`src/rtl/bp_pkg.sv`:
```
// ---------------------------------------------------------------------------
// bp_pkg
// Shared types and helpers for the branch predictor slice.
//  - bp_ctr_e   : 2-bit saturating counter encodings. The MSB is the prediction.
//  - bp_track_t : the prediction record that travels with an instruction
//                 from IF through ID to EX.
//  - sat_update : next value of a counter after one resolved branch.
// Optional feature macro used elsewhere in the slice: BP_STATS_EN.
// ---------------------------------------------------------------------------
package bp_pkg;

  // Default table index width. The table holds 2**BP_IDX_W counters.
  localparam int BP_IDX_W = 6;

  typedef enum logic [1:0] {
    SNT = 2'b00,
    WNT = 2'b01,
    WT  = 2'b10,
    ST  = 2'b11
  } bp_ctr_e;

  typedef struct packed {
    logic                valid;
    logic                pred;
    logic [BP_IDX_W-1:0] idx;
  } bp_track_t;

  // Step towards ST when taken and towards SNT when not taken, holding at the ends.
  function automatic logic [1:0] sat_update(input logic [1:0] ctr, input logic taken);
    logic [1:0] nxt;
    if (taken) begin
      nxt = (ctr == ST) ? ST : ctr + 2'd1;
    end else begin
      nxt = (ctr == SNT) ? SNT : ctr - 2'd1;
    end
    return nxt;
  endfunction

endpackage

```
`src/rtl/branch_predictor_if.sv`:
```
// ---------------------------------------------------------------------------
// branch_predictor_if
// Groups the fetch-side and EX-side signals of the branch predictor.
// The master is the pipeline / PC-unit side, and the slave is the predictor.
//  buble          stall, same as the PC register enable
//  if_pc          PC being fetched
//  if_is_branch   predecode: fetched instruction is a conditional branch
//  predict_taken  prediction towards the PC unit (MPC)
//  ex_is_branch   EX instruction is a conditional branch
//  ex_is_jalr     EX instruction is JALR
//  ex_taken       EX branch condition result
//  ex_alt_pc      not-chosen path carried with the EX instruction
//  ex_jalr_target computed JALR target
//  is_valid       0 = redirect this cycle
//  correct_pc     redirect address
//  stat_branches / stat_mispredicts exist only when BP_STATS_EN is defined.
// ---------------------------------------------------------------------------
interface branch_predictor_if #(parameter int size = 32);
  logic            buble;
  logic [size-1:0] if_pc;
  logic            if_is_branch;
  logic            predict_taken;
  logic            ex_is_branch;
  logic            ex_is_jalr;
  logic            ex_taken;
  logic [size-1:0] ex_alt_pc;
  logic [size-1:0] ex_jalr_target;
  logic            is_valid;
  logic [size-1:0] correct_pc;
`ifdef BP_STATS_EN
  logic [31:0]     stat_branches;
  logic [31:0]     stat_mispredicts;
`endif

  modport master (
    output buble, if_pc, if_is_branch, ex_is_branch, ex_is_jalr, ex_taken,
           ex_alt_pc, ex_jalr_target,
    input  predict_taken, is_valid, correct_pc
`ifdef BP_STATS_EN
    , input stat_branches, stat_mispredicts
`endif
  );

  modport slave (
    input  buble, if_pc, if_is_branch, ex_is_branch, ex_is_jalr, ex_taken,
           ex_alt_pc, ex_jalr_target,
    output predict_taken, is_valid, correct_pc
`ifdef BP_STATS_EN
    , output stat_branches, stat_mispredicts
`endif
  );
endinterface

```
`src/rtl/bp_counter_table.sv`:
```
// ---------------------------------------------------------------------------
// bp_counter_table
// Direct-mapped table of 2**IDX_W two-bit saturating counters.
// It has one asynchronous read port and one synchronous read-modify-write port.
// Reset sets every entry to WNT. A read and a write to the same index in one
// cycle return the value from before the write.
//  clk, reset  clock and synchronous active-high reset
//  i_raddr     read index;   o_rdata current counter value
//  i_we        write enable; i_waddr index to update; i_taken outcome
// ---------------------------------------------------------------------------
module bp_counter_table
  import bp_pkg::*;
#(
  parameter int IDX_W = BP_IDX_W
) (
  input  logic             clk,
  input  logic             reset,
  input  logic [IDX_W-1:0] i_raddr,
  output logic [1:0]       o_rdata,
  input  logic             i_we,
  input  logic [IDX_W-1:0] i_waddr,
  input  logic             i_taken
);
  localparam int DEPTH = 2 ** IDX_W;

  logic [1:0] r_ctr [DEPTH];

  assign o_rdata = r_ctr[i_raddr];

  always_ff @(posedge clk) begin
    if (reset) begin
      for (int i = 0; i < DEPTH; i++) begin
        r_ctr[i] <= WNT;
      end
    end else if (i_we) begin
      r_ctr[i_waddr] <= sat_update(r_ctr[i_waddr], i_taken);
    end
  end
endmodule

```
`src/rtl/branch_predictor.sv`:
```
// ---------------------------------------------------------------------------
// branch_predictor
// This block predicts branch direction at fetch and resolves the prediction in EX.
// Each prediction record travels through ID and EX next to its instruction.
// In EX the record is compared with the real outcome. On a mispredict, or on
// any JALR, the block requests a redirect. The redirect is combinational and
// appears in the same cycle as the EX instruction.
//  clk    rising-edge clock
//  reset  synchronous, active-high
//  bus    branch_predictor_if.slave (see the interface for the signal list)
// Optional feature: when BP_STATS_EN is defined, the block adds the
// stat_branches and stat_mispredicts counters.
// The idx field of the tracking record is BP_IDX_W wide. If you override
// IDX_W, change BP_IDX_W in bp_pkg to the same value.
// ---------------------------------------------------------------------------
module branch_predictor
  import bp_pkg::*;
#(
  parameter int size  = 32,
  parameter int IDX_W = BP_IDX_W
) (
  input logic               clk,
  input logic               reset,
  branch_predictor_if.slave bus
);
  logic [IDX_W-1:0] w_if_idx;
  logic [1:0]       w_rd_ctr;
  logic             w_predict;
  logic             w_jalr_redirect;
  logic             w_mispredict;
  logic             w_redirect;
  logic             w_resolve;
  logic             w_unused_pc_hi;
  bp_track_t        r_id_q;
  bp_track_t        r_ex_q;

  assign w_if_idx       = bus.if_pc[IDX_W-1:0];
  assign w_unused_pc_hi = ^bus.if_pc[size-1:IDX_W];

  bp_counter_table #(.IDX_W(IDX_W)) u_table (
    .clk     (clk),
    .reset   (reset),
    .i_raddr (w_if_idx),
    .o_rdata (w_rd_ctr),
    .i_we    (w_resolve),
    .i_waddr (r_ex_q.idx),
    .i_taken (bus.ex_taken)
  );

  assign w_predict         = bus.if_is_branch & w_rd_ctr[1] & ~reset;
  assign bus.predict_taken = w_predict;

  // Gate on reset so that a stale EX record can neither redirect nor train
  // the table in the cycle when reset is asserted.
  assign w_resolve       = ~reset & r_ex_q.valid & bus.ex_is_branch;
  assign w_jalr_redirect = ~reset & r_ex_q.valid & bus.ex_is_jalr;
  assign w_mispredict    = w_resolve & (bus.ex_taken != r_ex_q.pred);
  assign w_redirect      = w_jalr_redirect | w_mispredict;

  assign bus.is_valid   = ~w_redirect;
  assign bus.correct_pc = w_jalr_redirect ? bus.ex_jalr_target :
                          w_mispredict    ? bus.ex_alt_pc      : '0;

  // Tracking pipe. A flush overrides the stall. A stall keeps ID and sends a
  // bubble into EX.
  always_ff @(posedge clk) begin
    if (reset || w_redirect) begin
      r_id_q <= '0;
      r_ex_q <= '0;
    end else if (bus.buble) begin
      r_ex_q <= '0;
    end else begin
      r_id_q <= '{valid: 1'b1, pred: w_predict, idx: w_if_idx};
      r_ex_q <= r_id_q;
    end
  end

`ifdef BP_STATS_EN
  logic [31:0] r_stat_branches;
  logic [31:0] r_stat_mispredicts;

  always_ff @(posedge clk) begin
    if (reset) begin
      r_stat_branches    <= '0;
      r_stat_mispredicts <= '0;
    end else begin
      if (w_resolve)    r_stat_branches    <= r_stat_branches + 32'd1;
      if (w_mispredict) r_stat_mispredicts <= r_stat_mispredicts + 32'd1;
    end
  end

  assign bus.stat_branches    = r_stat_branches;
  assign bus.stat_mispredicts = r_stat_mispredicts;
`endif
endmodule

```
`src/flat_wrapper.sv`:
```
// flat-port wrapper written by rule: the top's interface ports become plain ports
module branch_predictor_flat import bp_pkg::*;
#(
  parameter int size  = 32,
  parameter int IDX_W = BP_IDX_W
)
  (clk, reset, bus_buble, bus_if_pc, bus_if_is_branch, bus_ex_is_branch, bus_ex_is_jalr, bus_ex_taken, bus_ex_alt_pc, bus_ex_jalr_target, bus_predict_taken, bus_is_valid, bus_correct_pc);
  branch_predictor_if #(.size(size)) bus_i ();
  input logic clk;
  input logic reset;
  input wire logic [$bits(bus_i.buble)-1:0] bus_buble;
  input wire logic [$bits(bus_i.if_pc)-1:0] bus_if_pc;
  input wire logic [$bits(bus_i.if_is_branch)-1:0] bus_if_is_branch;
  input wire logic [$bits(bus_i.ex_is_branch)-1:0] bus_ex_is_branch;
  input wire logic [$bits(bus_i.ex_is_jalr)-1:0] bus_ex_is_jalr;
  input wire logic [$bits(bus_i.ex_taken)-1:0] bus_ex_taken;
  input wire logic [$bits(bus_i.ex_alt_pc)-1:0] bus_ex_alt_pc;
  input wire logic [$bits(bus_i.ex_jalr_target)-1:0] bus_ex_jalr_target;
  output wire logic [$bits(bus_i.predict_taken)-1:0] bus_predict_taken;
  output wire logic [$bits(bus_i.is_valid)-1:0] bus_is_valid;
  output wire logic [$bits(bus_i.correct_pc)-1:0] bus_correct_pc;
  assign bus_i.buble = bus_buble;
  assign bus_i.if_pc = bus_if_pc;
  assign bus_i.if_is_branch = bus_if_is_branch;
  assign bus_i.ex_is_branch = bus_ex_is_branch;
  assign bus_i.ex_is_jalr = bus_ex_is_jalr;
  assign bus_i.ex_taken = bus_ex_taken;
  assign bus_i.ex_alt_pc = bus_ex_alt_pc;
  assign bus_i.ex_jalr_target = bus_ex_jalr_target;
  assign bus_predict_taken = bus_i.predict_taken;
  assign bus_is_valid = bus_i.is_valid;
  assign bus_correct_pc = bus_i.correct_pc;
  branch_predictor #(.size(size), .IDX_W(IDX_W)) u_core (.clk(clk), .reset(reset), .bus(bus_i));
endmodule
```
`config.mk`:
```
export PLATFORM = sky130hd
export DESIGN_NAME = branch_predictor_flat
export DESIGN_NICKNAME = d
export VERILOG_FILES = /design/src/rtl/bp_pkg.sv /design/src/rtl/branch_predictor_if.sv /design/src/rtl/bp_counter_table.sv /design/src/rtl/branch_predictor.sv /design/src/flat_wrapper.sv
export SDC_FILE = /design/constraint.sdc
export NUM_CORES = 1
export LEC_CHECK = 0
export ABC_AREA = 0
export CAP_MARGIN = 15
export CORE_MARGIN = 2
export CORE_UTILIZATION = 25
export CTS_CLUSTER_DIAMETER = 30
export CTS_CLUSTER_SIZE = 20
export DETAILED_ROUTE_END_ITERATION = 6
export GPL_ROUTABILITY_DRIVEN = 0
export GPL_TIMING_DRIVEN = 0
export PLACE_DENSITY = 0.51
export SYNTH_ARGS = -nofsm -noshare
export SYNTH_HDL_FRONTEND = slang
export SYNTH_SLANG_ARGS = --single-unit
```
`constraint.sdc`:
```
create_clock -name clk -period 3.3 [get_ports clk]
set_clock_uncertainty 0.15 [all_clocks]
set_input_delay 0.495 -clock clk [delete_from_list [all_inputs] [get_ports clk]]
set_output_delay 0.495 -clock clk [all_outputs]
set_load 0.02 [all_outputs]
```
# Word-level counts from Yosys, hierarchy flattened

Memories as Yosys holds them, arrays and structs flattened. A register that Yosys moved wholly into a read port is not among the register bits.
Cells that the tools add are included.

Flip-flop bits (word level): 16
Memory bits (writable): 128
Bits of input ports: 103
Output and inout bits: 34
Word-level logic and storage cells: 40
Memories: 1

Memories:

| name                 | depth | width | rd ports | clocked after Yosys merged registers in | wr ports | line                   | text |
|---|---|---|---|---|---|---|---|
| u_core.u_table.r_ctr | 64    | 2     | 2        | 1                                       | 64       | bp_counter_table.sv:26 | `logic [1:0] r_ctr [DEPTH];` |

$add $sub $neg: 2
Equality and inequality tests: 2
Muxes and demuxes: 16
Bitwise logic cells: 9
Reductions and logical operators: 4

Operators by type and width:

| cell                                                               | number |
|---|---|
| 32-bit 2-to-1 mux                                                  | 2 |
| 2-bit 2-to-1 mux                                                   | 6 |
| 6-bit 2-to-1 mux                                                   | 2 |
| 1-bit bitwise AND                                                  | 6 |
| 1-bit 2-to-1 mux                                                   | 6 |
| 2-bit OR reduction                                                 | 2 |
| 2-bit by 1-bit adder with 2-bit output, second input constant      | 1 |
| 2-bit equality test, second input constant                         | 1 |
| 2-bit zero test                                                    | 1 |
| 1-bit NOT                                                          | 2 |
| 2-bit by 1-bit subtractor with 2-bit output, second input constant | 1 |
| 1-bit logical OR                                                   | 1 |
| 1-bit inequality test                                              | 1 |
| 1-bit bitwise OR                                                   | 1 |

# Longest topological paths before layout

Depth in word-level cells: 8
Depth in mapped cells: 12
Mapped depth without buffers: 7

# Hierarchy

A second synthesis with hierarchy kept.

Cells, all modules: 731
Area, all modules: 8,760.9 um2

By module, submodules not included:

| module           | instances | cells an instance | area an instance (um2) | sequential area each (um2) |
|---|---|---|---|---|
| bp_counter_table | 1         | 635               | 7,783.7                | 3,843.7 |
| branch_predictor | 1         | 96                | 977.2                  | 320.3 |

# Worst setup path before layout

OpenSTA, ideal clock, no wires.

Path kind: input-to-output
Start point: in bus_if_pc[1]
End point: out bus_predict_taken
Arrival: 2.620 ns
Data required time: 2.655 ns
Setup slack: 0.035 ns
Stages: 6
Buffers on the path: 2
Cells stage by stage: clkbuf_1 > clkbuf_1 > mux4_2 > mux4_2 > mux4_2 > and3b_1

Cells in the longest elaborated chain, start to end: 3

RTL lines:

| item                           | line                   | text |
|---|---|---|
| start: declaration             | flat_wrapper.sv:12     | `input wire logic [$bits(bus_i.if_pc)-1:0] bus_if_pc;` |
| memory read 64 x 2 bit         | -                      |  |
| 1-bit bitwise AND (2 in a row) | branch_predictor.sv:50 | `assign w_predict = bus.if_is_branch & w_rd_ctr[1] & ~reset;` |
| end: declaration               | flat_wrapper.sv:19     | `output wire logic [$bits(bus_i.predict_taken)-1:0] bus_predict_taken;` |

Every way passes these cells.

==> flow_metrics.tcl <==
set metrics [dict create \
    p_int_mw 3.32 \
    drv_cap 0 \
    yosysWarnings 0 \
    dieArea_sq_um 33600 \
    drtPass1Iterations 6 \
    synth_edf_count 128 \
    yosys-top-cells-area "edfxtp_1 (48%), mux4_2 (9.8%), dfxtp_1 (4.0%)" \
    synth_seq_area_share_pct 51.9 \
    critPathMaxStageDelay_ns 0.54 \
    powerDensity_nw_per_um2 426 \
    boundaryPins 137 \
    ant_nets 0 \
    syn_inst 709 \
    cp_num_buf_inv 1 \
    netlist.area_leader.share_pct 47.9 \
    power.switching_mw 1.17 \
    status "finished, violations left" \
    final_cell_mix "edfxtp_1 (128), clkdlybuf4s50_1 (77), nand2_1 (70), nor2_1 (67), nor3_1 (48)" \
    drv_slew 0 \
    timing.slew.headroom_pct 29.9 \
    violations "negative setup slack" \
    power_mw 4.49 \
    die-width_microns 183 \
    dp.final_hpwl_microns 21300 \
    clkLatencyLatePin_ns 0.44 \
    syn_area_sq_um 8030 \
    track_usage_pct 17.7 \
    clockBufferDepth 2 \
    async_reset_ff_share_pct 0 \
    cts_buffers 17 \
    initial_utilization_pct 25.4 \
    core-area_sq_um 31600 \
    num_vias 6639 \
    yosysUniqueCellTypes 47 \
    endpoint_kind "output port" \
    n_fill_cell 3161 \
    hold_viol 0 \
    grt_first_pass_wirelength_microns 43000 \
    grt_pass1_vias 6575 \
    critPathLaunch "u_core.u_table.r_ctr[16][1]" \
    fin_crit_sh_pct 103 \
    crit_required_ns 2.65 \
    htree_levels 4 \
    cts_tree "yes" \
    arrival_ns 2.75 \
    peakVddDrop_v 0.000357 \
    portBuffers 106 \
    combPwrFrac_pct 12.1 \
    period_needed_ns 3.39 \
    rsz0062_at_grt "true" \
    cp_slowest_cell "mux4_2" \
    utilization_pct 33.4 \
    drt-wirelength-per-cell_microns 23.4 \
    final_nets 951 \
    reg2reg_from "u_core.u_table.i_waddr[2]" \
    layout_commonest_cell "edfxtp_1" \
    hp-start "u_core.r_id_q[7]" \
    yosysTopAreaCell "edfxtp_1" \
    leakagePower_nw 3.58 \
    vias_per_cell 5.25 \
    seqPwrFrac_pct 45.4 \
    antenna_found_initial 2 \
    first_iter_violations 659 \
    postCtsHoldBufs 0 \
    crit_chain "mux4_2 > mux4_2 > mux4_2 > and3b_2 > buf_6" \
    cpLargestDelayFamily "multiplexers" \
    path_common_cell "mux4_2" \
    setup_ws_ns -0.0921 \
    switching_share_pct 26.1 \
    clockRootBuffer "clkbuf_16" \
    hold_class "reg -> reg" \
    tightestPinTransition_ns 1.05 \
    pwr-share-clk_pct 42.5 \
    cp_max_fo 2 \
    drc_errors 0 \
    fmax_mhz 295 \
    critPathKind "reg -> out" \
    ys_seq_elements 144 \
    syn_avg_cell_area_sq_um 11.3 \
    synth-main-ff-cell "edfxtp_1" \
    syn_to_final_growth_pct 31.3 \
    cp-start-kind "register" \
    grt-ovfl-total 0 \
    clkTransAtPathRegs_ns 0.07 \
    row_count 65 \
    die_h_microns 183 \
    drive_gt1_share_pct 21.7 \
    drt-total-wl_microns 29600 \
    grt_start_max_net_pins 17 \
    cts.sinks 144 \
    setup_violations 1 \
    synth_fp_nets 812 \
]
## metrics by stage
stage               setup TNS, ns  area [sq um]  setup slack, ns  instances  hold WS (ns)
floorplan                       0          8030           0.0353        709         0.271
global placement          -118.46          9590            -1.26       1217         0.282
detailed placement         -90.21          9630            -1.26       1220         0.294
CTS                        -0.140         10400           -0.140       1257         0.303
global route               -0.227         10500           -0.133       1263         0.331
finish                    -0.0921         10500          -0.0921       1264         0.301
## tightest hold or removal path: stages, from the launching register on
cell	delay, ns
dfxtp_1	0.30
inv_1	0.06
nor3_1	0.05
## sequential cells by signal (all words and copies together) (netlist names)
| register | flops |
|---|---|
| u_core.u_table.i_waddr | 6 |
| u_core.r_ex_q | 2 |
| u_core.u_table.r_ctr | 128 |
| u_core.r_id_q | 8 |
## per-layer routing
metal / global-route usage [%] / up-vias / wire length [microns]
met4: 7.71 / 2 / 1140
met1: 21.1 / 3267 / 11700
met2: 31.1 / 369 / 14400
met3: 3.49 / 70 / 2280
li1: - / 2931 / -
met5: 0 / - / 13
## power by group through the flow
stage	clock network (mW)	registers, mW	logic, mW
finish	1.91	2.04	0.542
global route	1.99	2.04	0.570
CTS	1.91	2.04	0.529
detailed placement	0	2.08	0.503
global placement	0	2.08	0.502
floorplan	0	2.06	0.274
## cells by family after synthesis
group,Yosys count,synth area share [%]
compound gates,87,8.37
xor+xnor,1,0.109
fa+ha+maj,2,0.265
buf+inv,72,4.49
flops,144,51.9
mux,71,14.4
simple gates,332,20.4
## final cells by class
| cell class | count | area [sq um] | area share [%] |
|---|---|---|---|
| clock inverters | 13 | 109 | 1.03 |
| inverters | 6 | 30.0 | 0.285 |
| flip-flops and latches | 144 | 4170 | 39.5 |
| plain buffers | 63 | 470 | 4.46 |
| well taps | 402 | 503 | 4.77 |
| multi-input cells | 493 | 3600 | 34.1 |
| repair buffers | 123 | 1200 | 11.4 |
| clock buffers | 19 | 464 | 4.40 |
| diodes | 1 | 2.50 | 0.0237 |
## Yosys cell counts (all sizes together) (2+ instances only)
cell type / count
edfxtp: 128
nand2: 71
nor2: 68
nor3: 56
nand3: 44
buf: 36
mux4: 35
a22o: 33
clkbuf: 30
nand2b: 28
mux2i: 27
or2: 27
a21o: 16
dfxtp: 16
and2: 9
mux2: 9
a21oi: 8
a22oi: 8
nor2b: 7
o21ai: 7
and3: 6
inv: 4
nor4: 4
a221oi: 3
and3b: 3
nand3b: 3
or3: 3
a221o: 2
a31oi: 2
clkinv: 2
maj3: 2
o211ai: 2
o221ai: 2
## worst paths after layout
check / end / slack, ns / cells after the start
max: bus_predict_taken / -0.09 / 5
min: u_core.r_ex_q[7] / 0.30 / 2
max reg2reg: u_core.u_table.r_ctr[17][0] / 0.09 / 12
min reg2reg: u_core.r_ex_q[7] / 0.30 / 2
## what timing repair did
| item | in CTS | in global routing |
|---|---|---|
| resized for setup | 82 | 28 |
| endpoints found under the setup margin | 184 | 128 |
| pin swaps | 1 | 5 |
| buffers inserted | 7 | 5 |
| cloned | 1 | 0 |
(Power assumes the default switching activity.)
==> RTL edit, RTL diff (same flow settings) <==
`size` is set to 32 in 3 places; all go to 16.
--- a/src/rtl/branch_predictor_if.sv
+++ b/src/rtl/branch_predictor_if.sv
@@ -16,5 +16,5 @@
 //  stat_branches / stat_mispredicts exist only when BP_STATS_EN is defined.
 // ---------------------------------------------------------------------------
-interface branch_predictor_if #(parameter int size = 32);
+interface branch_predictor_if #(parameter int size = 16);
   logic            buble;
   logic [size-1:0] if_pc;
--- a/src/rtl/branch_predictor.sv
+++ b/src/rtl/branch_predictor.sv
@@ -17,5 +17,5 @@
   import bp_pkg::*;
 #(
-  parameter int size  = 32,
+  parameter int size  = 16,
   parameter int IDX_W = BP_IDX_W
 ) (
--- a/src/flat_wrapper.sv
+++ b/src/flat_wrapper.sv
@@ -2,5 +2,5 @@
 module branch_predictor_flat import bp_pkg::*;
 #(
-  parameter int size  = 32,
+  parameter int size  = 16,
   parameter int IDX_W = BP_IDX_W
 )
Ports: changed (resized bus_correct_pc, bus_ex_alt_pc, bus_ex_jalr_target and bus_if_pc); port bits go from 137 to 73. No check against the original RTL was run, so the function may have changed too.
==> RTL edit against the original RTL <==
- the flow still finishes with violations (setup timing)
- critical path depth up 5
- sequential power about the same
- worst setup slack better by 0.091 ns
- routed wire length up 0.86%
- sequential cell count unchanged
- synthesized area down 0.89%
- clock power up 2%
- via count down 2.7%
- total power up 0.90%
- first-iteration DRC count down 0.46%
- cell count down 5.8%
- highest routed layer is now met4
- final area down 4.6%
==> RTL edit: results (changes against the original RTL) <==
| Metric | Value |
|---|---|
| Status | finished with violations (unchanged) |
| Failing checks | setup timing (unchanged) |
| Critical path fanouts, max | 8 (was 2) |
| Cts repair resizes | 71 (was 82) |
| Number of fill cells | 3148 (was 3161) |
| Dpl ws | -1.10 ns (was -1.26 ns) |
| Met3 Track Usage GR | 4.87% (was 3.49%) |
| Register area | 4170 sq um (about the same) |
| First-pass GRT wire length | 43.7 mm (was 43.0 mm) |
| Synth top area cells | edfxtp_1 48%, mux4_2 7.1%, mux2i_1 4.3% (was edfxtp_1 48%, mux4_2 9.8%, dfxtp_1 4.0%) |
| Fraction of area in multi-input gates | 34.8% (was 34.1%) |
| Share of cells above drive strength 1 | 21.3% (was 21.7%) |
| Placed Cells incl. Taps | 1150 (was 1220) |
| Via density | 5.42 (was 5.25) |
| Count of multi-input gates | 467 (was 493) |
| Met2 wire length | 13.7 mm (was 14.4 mm) |
| Die Footprint | 33300 sq um (was 33600 sq um) |
| Post-CTS Setup Inserts | 10 (was 7) |
| Routed WL | 29.8 mm (was 29.6 mm) |
| CP max-delay cell | a311o_1 (was mux4_2) |
| Nets | 831 (was 951) |
| Tot Pwr | 4530 uW (was 4490 uW) |
| Max Used Layer | met4 (was met5) |
| Drt first-iter violations | 656 (was 659) |
| Worst Path Buf+Inv | 3 (was 1) |
| Worst rel slew slack | 34.6% (was 29.9%) |
| Pre-antenna DRT Iters | 5 (was 6) |
| Sequential share of cell area | 41.5% (was 39.5%) |
| PnR worst setup slack | -0.000829 ns (was -0.0921 ns) |
| Post-DP HPWL | 20.7 mm (was 21.3 mm) |
| Buffering overhead | 12.6% (was 15.8%) |
| Logic inverters | 5 (was 6) |
| Port Buffers | 58 (was 106) |
| Seq/Total Area, Yosys | 52.3% (was 51.9%) |
| Setup violators final | 1 (unchanged) |
| Setup_tns | -0.000829 ns (was -0.0921 ns) |
RTL edit: worst paths after layout:
path | start | to | slack, ns | cells past startpoint
max | u_core.u_table.i_waddr[1] | u_core.u_table.r_ctr[29][0] | -0.0008 | 10
min | u_core.r_id_q[0] | u_core.u_table.i_waddr[0] | 0.31 | 1
max reg2reg | u_core.u_table.i_waddr[1] | u_core.u_table.r_ctr[29][0] | -0.0008 | 10
min reg2reg | u_core.r_id_q[0] | u_core.u_table.i_waddr[0] | 0.31 | 1
RTL edit: where the power goes:
| part | switching (uW) | internal (uW) | total (uW) |
|---|---|---|---|
| logic | 308 | 231 | 539 |
| clock network | 825 | 1120 | 1950 |
| registers | 25.5 | 2010 | 2040 |
| total | 1160 | 3370 | 4530 |
RTL edit: kinds of logic after synthesis:
group	count (synthesis)	synth area share, %
adders and majority gates	2	0.267
DFF	144	52.3
AOI/OAI and AO/OA	111	10.4
and+or+nand+nor	283	18.4
muxes	70	13.3
buffers and inverters	78	5.17
xor gates and xnor gates	1	0.110
